## src/rtl/divmod_pkg.sv

```systemverilog
// Shared constants for the iterative divider: FSM state encodings and a
// counter-width helper sized from the operand width.
package divmod_pkg;

  localparam logic [1:0] ST_IDLE = 2'd0;
  localparam logic [1:0] ST_CALC = 2'd1;
  localparam logic [1:0] ST_DONE = 2'd2;

  // Bits needed to count down from w-1 to 0 (ceil(log2(w)), at least 1).
  function automatic int unsigned cnt_width(input int unsigned w);
    int unsigned n;
    n = 0;
    for (int unsigned i = 0; i < 6; i++) begin
      if ((32'd1 << i) < w) n = i + 1;
    end
    return (n == 0) ? 1 : n;
  endfunction

endpackage

```

## src/rtl/divmod_step.sv

```systemverilog
// One restoring shift-subtract step: shifts the next dividend bit into the
// partial remainder and subtracts the divisor when it fits.
module divmod_step #(
  parameter int unsigned WIDTH = 8
) (
  input  logic [WIDTH-1:0] i_partial_rem,
  input  logic             i_dividend_bit,
  input  logic [WIDTH-1:0] i_divisor,
  output logic [WIDTH-1:0] o_partial_rem_c,
  output logic             o_q_bit_c
);

  logic [WIDTH:0] w_shifted;
  logic [WIDTH:0] w_trial;

  // partial_rem < divisor holds on entry, so both results fit in WIDTH bits.
  assign w_shifted       = {i_partial_rem, i_dividend_bit};
  assign w_trial         = w_shifted - {1'b0, i_divisor};
  assign o_q_bit_c       = (w_shifted >= {1'b0, i_divisor});
  assign o_partial_rem_c = o_q_bit_c ? w_trial[WIDTH-1:0] : w_shifted[WIDTH-1:0];

endmodule

```

## src/rtl/seq_divmod.sv

```systemverilog
// Iterative unsigned divider/modulo, one quotient bit per clock, start/done handshake.
// Optional SEQ_DIVMOD_EARLY_EXIT_EN: finish at once when dividend < divisor.
module seq_divmod
  import divmod_pkg::*;
#(
  parameter int unsigned WIDTH = 8
) (
  input  logic             clk,
  input  logic             rst_n,
  input  logic             start,
  input  logic [WIDTH-1:0] dividend,
  input  logic [WIDTH-1:0] divisor,
  output logic             ready,
  output logic             busy,
  output logic             done,
  output logic [WIDTH-1:0] quotient,
  output logic [WIDTH-1:0] remainder,
  output logic             div_by_zero
);

  localparam int unsigned CW = cnt_width(WIDTH);

  logic [1:0]       r_state,  w_state_nxt;
  logic [CW-1:0]    r_cnt,    w_cnt_nxt;
  logic [WIDTH-1:0] r_rem,    w_rem_nxt;
  logic [WIDTH-1:0] r_dvd,    w_dvd_nxt;
  logic [WIDTH-1:0] r_dvs,    w_dvs_nxt;
  logic             r_short,  w_short_nxt;
  logic [WIDTH-1:0] r_quot,   w_quot_nxt;
  logic [WIDTH-1:0] r_remo,   w_remo_nxt;
  logic             r_dbz,    w_dbz_nxt;
  logic             r_done,   w_done_nxt;
  logic             r_ready,  r_busy;
  logic [WIDTH-1:0] w_step_rem;
  logic             w_step_q;
  logic             w_short_c;

  divmod_step #(.WIDTH(WIDTH)) u_step (
    .i_partial_rem  (r_rem),
    .i_dividend_bit (r_dvd[WIDTH-1]),
    .i_divisor      (r_dvs),
    .o_partial_rem_c(w_step_rem),
    .o_q_bit_c      (w_step_q)
  );

  // Degenerate operands skip the shift loop but still spend one CALC cycle,
  // so done lands one edge after acceptance.
`ifdef SEQ_DIVMOD_EARLY_EXIT_EN
  assign w_short_c = (divisor == '0) || (dividend < divisor);
`else
  assign w_short_c = (divisor == '0);
`endif

  always_comb begin
    w_state_nxt = r_state;
    w_cnt_nxt   = r_cnt;
    w_rem_nxt   = r_rem;
    w_dvd_nxt   = r_dvd;
    w_dvs_nxt   = r_dvs;
    w_short_nxt = r_short;
    w_quot_nxt  = r_quot;
    w_remo_nxt  = r_remo;
    w_dbz_nxt   = r_dbz;
    w_done_nxt  = 1'b0;
    case (r_state)
      ST_IDLE, ST_DONE: begin
        if (start) begin
          w_state_nxt = ST_CALC;
          w_cnt_nxt   = CW'(WIDTH - 1);
          w_rem_nxt   = '0;
          w_dvd_nxt   = dividend;
          w_dvs_nxt   = divisor;
          w_short_nxt = w_short_c;
          w_dbz_nxt   = 1'b0;
        end else begin
          w_state_nxt = ST_IDLE;
        end
      end
      ST_CALC: begin
        if (r_short) begin
          w_state_nxt = ST_DONE;
          w_done_nxt  = 1'b1;
          w_quot_nxt  = (r_dvs == '0) ? '1 : '0;
          w_remo_nxt  = r_dvd;
          w_dbz_nxt   = (r_dvs == '0);
        end else begin
          // r_dvd doubles as the quotient register as dividend bits shift out.
          w_rem_nxt = w_step_rem;
          w_dvd_nxt = {r_dvd[WIDTH-2:0], w_step_q};
          if (r_cnt == '0) begin
            w_state_nxt = ST_DONE;
            w_done_nxt  = 1'b1;
            w_quot_nxt  = {r_dvd[WIDTH-2:0], w_step_q};
            w_remo_nxt  = w_step_rem;
          end else begin
            w_cnt_nxt = r_cnt - CW'(1);
          end
        end
      end
      default: w_state_nxt = ST_IDLE;
    endcase
  end

  always_ff @(posedge clk) begin
    if (!rst_n) begin
      r_state <= ST_IDLE;
      r_cnt   <= '0;
      r_rem   <= '0;
      r_dvd   <= '0;
      r_dvs   <= '0;
      r_short <= 1'b0;
      r_quot  <= '0;
      r_remo  <= '0;
      r_dbz   <= 1'b0;
      r_done  <= 1'b0;
      r_ready <= 1'b1;
      r_busy  <= 1'b0;
    end else begin
      r_state <= w_state_nxt;
      r_cnt   <= w_cnt_nxt;
      r_rem   <= w_rem_nxt;
      r_dvd   <= w_dvd_nxt;
      r_dvs   <= w_dvs_nxt;
      r_short <= w_short_nxt;
      r_quot  <= w_quot_nxt;
      r_remo  <= w_remo_nxt;
      r_dbz   <= w_dbz_nxt;
      r_done  <= w_done_nxt;
      r_ready <= (w_state_nxt != ST_CALC);
      r_busy  <= (w_state_nxt == ST_CALC);
    end
  end

  assign ready       = r_ready;
  assign busy        = r_busy;
  assign done        = r_done;
  assign quotient    = r_quot;
  assign remainder   = r_remo;
  assign div_by_zero = r_dbz;

endmodule

```

## config.mk

```make
export PLATFORM = sky130hd
export DESIGN_NAME = seq_divmod
export DESIGN_NICKNAME = d
export VERILOG_FILES = /design/src/rtl/divmod_pkg.sv /design/src/rtl/divmod_step.sv /design/src/rtl/seq_divmod.sv
export SDC_FILE = /design/constraint.sdc
export NUM_CORES = 1
export LEC_CHECK = 0
export BUFFER_PORTS_ARGS = -buffer_cell sky130_fd_sc_hd__buf_2
export CORE_MARGIN = 3
export CORE_UTILIZATION = 40
export DETAILED_ROUTE_END_ITERATION = 8
export GPL_ROUTABILITY_DRIVEN = 1
export HOLD_SLACK_MARGIN = 0.05
export SLEW_MARGIN = 40
export SYNTH_ARGS = -nofsm -noshare
export SYNTH_HDL_FRONTEND = slang
export SYNTH_SLANG_ARGS = --single-unit
```

## constraint.sdc

```tcl
create_clock -name clk -period 2.7 [get_ports clk]
set_input_delay 0.54 -clock clk [delete_from_list [all_inputs] [get_ports clk]]
set_output_delay 0.54 -clock clk [all_outputs]
set_load 0.03 [all_outputs]
```

After elaboration in Yosys (flattened, before gate mapping)
Cells that the tools add are included.
Storage, ports and cells
  register bits after elaboration: 50
  latch bits: 0
  RAM bits: 0
  bits in read-only memories: 0
  input bits: 19
  output and inout bits: 20
  word-level logic and storage cells: 61
  memories kept: 0
Cells by class
  $add $sub $neg: 2
  multiply operators: 0
  divide/modulo/power cells: 0
  magnitude comparators: 1
  equality and inequality tests: 8
  shift-type cells: 0
  multiplexer cells: 25
  bitwise logic cells: 0
  reduce and logical (&&, ||, !) cells: 13
Operators by type and width (count)
  $mux W8: 10
  $pmux W8 S2: 2
  $logic_not A8 Y1: 2
  $ge A9 B8 Y1: 1
  $mux W3: 3
  $ne A2 B2 Y1 const B: 4
  $sub A8 B8 Y8: 1
  $pmux W3 S2: 1
  $reduce_and A2 Y1: 3
  $reduce_and A3 Y1: 2
  $mux W1: 5
  $eq A2 B1 Y1 const B: 2
  $mux W2: 2
  $pmux W2 S2: 1
  $reduce_and A4 Y1: 1
  $reduce_bool A2 Y1: 2
  $logic_not A3 Y1: 1
  $sub A3 B1 Y3 const B: 1
  $eq A2 B2 Y1 const B: 1
  $logic_not A2 Y1: 1
  $ne A2 B1 Y1 const B: 1
  $pmux W1 S2: 1
  $reduce_or A2 Y1: 1

Logic depth before layout (Yosys ltp)
  depth in word-level cells: 5
  mapped depth: 10
  gate-level depth less buffers: 9

By module
From an unflattened synthesis, not the netlist that was laid out.
Unflattened totals
  cells, all modules: 312
  area total of the unflattened synthesis: 2856.5 sq um
Modules (own cells, without submodules)
  seq_divmod: times used 1, cells an instance 246, area an instance 2317.2 sq um, seq. area each 1001.0 sq um
  divmod_step: times used 1, cells an instance 66, area an instance 539.3 sq um, seq. area each 0.0 sq um

Least setup slack after synthesis
OpenSTA, ideal clock, no wires.
  kind: register -> register
  from: reg r_dvs[2]
  to: reg r_remo[7] (netlist: remainder[7])
  setup time: 0.128 ns
  arrival time: 1.756 ns
  data required time: 2.572 ns
  path slack: 0.816 ns
  cell stages (with the launch flop): 11
  buffers on the path: 3
  clock period less this slack: 1.884 ns
  cells stage by stage: dfxtp_1 inv_1 ha_1 buf_4 a21o_1 a31oi_4 o31a_1 buf_4 buf_6 a32oi_1 o31ai_1
Between the ends
  longest elaborated chain between the ends: 4
  elaborated cells between the ends (all ways): 5
  classes of those cells: add/sub (1); order compare (1); mux (3)
Ends and longest elaborated chain
  start: declaration: RTL line seq_divmod.sv:27  | logic [WIDTH-1:0] r_dvs, w_dvs_nxt;
  start signal: assignment: RTL line seq_divmod.sv:123  | r_dvs <= w_dvs_nxt;
  $sub A8 B8 Y8 or $ge A9 B8 Y1 (tied branches): RTL line divmod_step.sv:18, divmod_step.sv:19
  $mux W8 *: RTL line divmod_step.sv:20  | assign o_partial_rem_c = o_q_bit_c ? w_trial[WIDTH-1:0] : w_shifted[WIDTH-1:0];
  $mux W8 *: RTL line seq_divmod.sv:90  | if (r_cnt == '0) begin
  $mux W8 *: RTL line seq_divmod.sv:80  | if (r_short) begin
  end signal: assignment: RTL line seq_divmod.sv:126  | r_remo <= w_remo_nxt;
  end: declaration: RTL line seq_divmod.sv:30  | logic [WIDTH-1:0] r_remo, w_remo_nxt;
Mark *: on every way between the ends. The rest lies on a longest branch, timed or not. The select of a mux whose other input is x is not followed.
A chain may end at the register's enable or synchronous reset.

Worst setup path after layout
  from: reg r_dvs[2]
  to: reg r_remo[2] (netlist: remainder[2])
Same word-level chain as after synthesis.

==> impl_metrics.ini <==
[yosys]
synth-edff-count = 0
synth_most_common_cell = nand2_1
synth_ff_type = dfxtp_1
syn_avg_cell_area_sq_um = 8.161
synth_area_leaders = dfxtp_1 (35%), nand2_1 (7.4%), ha_1 (4.3%)
netlist_instances = 354
seq_area_frac_synth_pct = 34.65
synthDistinctLibCells = 59
synth_nets = 384
async_flop_share_pct = 0
yosysTopAreaCell = dfxtp_1
synth_commonest_cells = nand2_1 (57), dfxtp_1 (50), a21oi_1 (22), o21ai_0 (22), inv_1 (20)
synth_top_area_share_pct = 34.65
synth-seq-cells = 50
synth.yosys.warnings = 0
syn_area_sq_um = 2889

[setup_path]
critPathMaxFanout = 15
r2r_cells = 7
cp.arrival_ps = 2500
startpoint_type = flop
worstPathRequired_ps = 2900
end_kind = flop
r2r_slack_ps = 400
r2r_start = r_dvs[2]
r2r-end = remainder[2]
crit_type = flop to flop

[clock_tree]
clock_latency_ps = 310
cts_resized = 0
clk_path_buf_depth = 2
hold_buffers = 0
tritoncts = built
cts-root-buf = clkbuf_8
cts-htree-levels = 2
numCtsBuffers = 5
post_cts_buffers = 0
clkTransAtPathRegs_ps = 90
cts_sinks = 50

[detailed_routing]
num_vias = 2596
final_antenna_net_count = 0
dr_wl_met2_mm = 3.223
wl_per_cell_um = 14.63
vias_per_cell = 5.431
highest_layer = met4
drc_errors = 0
wl_met1_mm = 3.367
dr.first_iter.drc_count = 162
wl_met3_um = 337
dr.pass1.iters = 4
drt_wl_total_mm = 6.993

[place]
io_buffers = 38
dp.cells = 470
pre_cts_ws_ps = 425.5
routabilityCongestion = 0.8237
place.detailed.hpwl_mm = 5.236
dpl-instance-area_sq_um = 3115

[power]
p_switching_mw = 1.037
power.leakage_nw = 1.374
ir_worst_vdd_mv = 0.4002
comb_power_share_pct = 44.0
clkPwrFrac_pct = 19.7
p_int_mw = 1.441
pwr-share-seq_pct = 36.3
p_sw_share_pct = 41.86
finalPower_mw = 2.478
powerDensity_nw_per_um2 = 769.0

[global_route]
antenna_found_initial = 0
grt_pass1_vias = 2432
grt_util_all_layers_pct = 17.33
grt_max_degree = 23
grt_pass1_wl_mm = 11.80
gr-total-overflow = 0

[layout]
drive_gt1_share_pct = 16.49
fin_nets = 411
finish.utilization_pct = 46.67
instances_no_fill = 478
diodes = 0
final_area_sq_um = 3223
area_growth_pct = 11.56

[timing]
final_max_slew_viol_count = 0
setup_viol = 0
finalClockSkew_ps = 10.84
fin_hold_ws_ps = 469.8
fmax_mhz = 434.1
max-slew-margin-rel_pct = 58.88
finalWorstSetupSlack_ps = 396.5
tightest_slew_ps = 616.8
hold_viol = 0
rsz0062_at_grt = false
fin_tns_setup_ps = 0
fin_crit_ps = 2304
min_period_over_period_pct = 85.32

[die]
io_pins = 39
die_w_um = 90.99
die_y_um = 90.99
initial_core_util_pct = 41.83
dieArea_sq_um = 8278
fp-row-count = 30
core_sq_um = 6907

[hold_path]
holdPathEnd = r_dvs[7]
holdPathStages = 2
hold_path_startpoint = r_dvs[7]
hold_class = flop to flop

[outcome]
outcome = complete, no violations

[job]
drv_cap = 0
cell families after synthesis:
logic type | Yosys count | synth area share [%]
AO/OA/AOI/OAI | 106 | 26.51
flip-flops | 50 | 34.65
XOR/XNOR | 4 | 1.213
buffers and inverters | 44 | 7.059
adder cells (fa/ha/maj) | 11 | 5.024
multiplexers | 7 | 2.425
AND/OR/NAND/NOR | 132 | 23.13
worst max-delay path by stage:
stage / startpoint / endpoint / slack [ps] / cells past startpoint
floorplan: r_dvs[2] / remainder[7] / 820 / 10
finish: r_dvs[2] / remainder[2] / 400 / 7
CTS: r_dvs[2] / remainder[2] / 400 / 7
detailed placement: r_dvs[2] / remainder[2] / 430 / 7
global placement: r_dvs[2] / remainder[1] / 460 / 7
global route: r_dvs[2] / remainder[2] / 200 / 7
state kept, by name, indices dropped and copies added (netlist names):
signal / cells
quotient: 8
busy: 1
r_short: 1
r_rem: 8
r_state: 2
remainder: 8
done: 1
div_by_zero: 1
ready: 1
r_cnt: 3
r_dvd: 8
r_dvs: 8
power by group through the flow:
stage / clock [mW] / sequential, mW / combinational, mW
CTS: 0.503 / 0.898 / 1.08
floorplan: 0 / 0.963 / 0.799
global route: 0.527 / 0.912 / 1.22
detailed placement: 0 / 0.915 / 1.08
global placement: 0 / 0.916 / 1.07
finish: 0.488 / 0.900 / 1.09
routing by layer:
| layer | up-vias | global-route usage [%] |
|---|---|---|
| met1 | 1223 | 24.46 |
| met4 | 0 | 5.276 |
| met3 | 6 | 2.651 |
| li1 | 1313 | - |
| met2 | 54 | 27.22 |
| met5 | - | 0 |
layout by cell type, fill, tap and decap left out, types with 5 or more instances in the layout:
cell,n
a21boi_0,10
a21oi_1,22
and2_1,5
and3_1,6
buf_2,38
buf_4,6
clkbuf_8,7
dfxtp_1,50
ha_1,10
inv_1,20
mux2i_1,7
nand2_1,57
nand3_1,16
nor2_1,12
nor2b_1,5
nor3_1,5
o211a_1,7
o211ai_1,6
o21ai_0,22
o31ai_1,7
cell type report:
| class | instances | area [sq um] |
|---|---|---|
| flip-flops and latches | 50 | 1001 |
| inverters | 20 | 75.07 |
| multi-input cells | 260 | 1687 |
| clock inverters | 1 | 8.758 |
| clock buffers | 7 | 96.34 |
| fillers | 694 | 3684 |
| repair buffers | 44 | 235.2 |
| well taps | 96 | 120.1 |
critical path, cell delays in order (launching register included):
cell	delay [ps]
dfxtp_1	350
inv_1	60
ha_1	380
a21o_1	220
a31oi_4	180
o31a_1	560
a21oi_1	160
a221o_1	290
(Power assumes the default switching activity.)
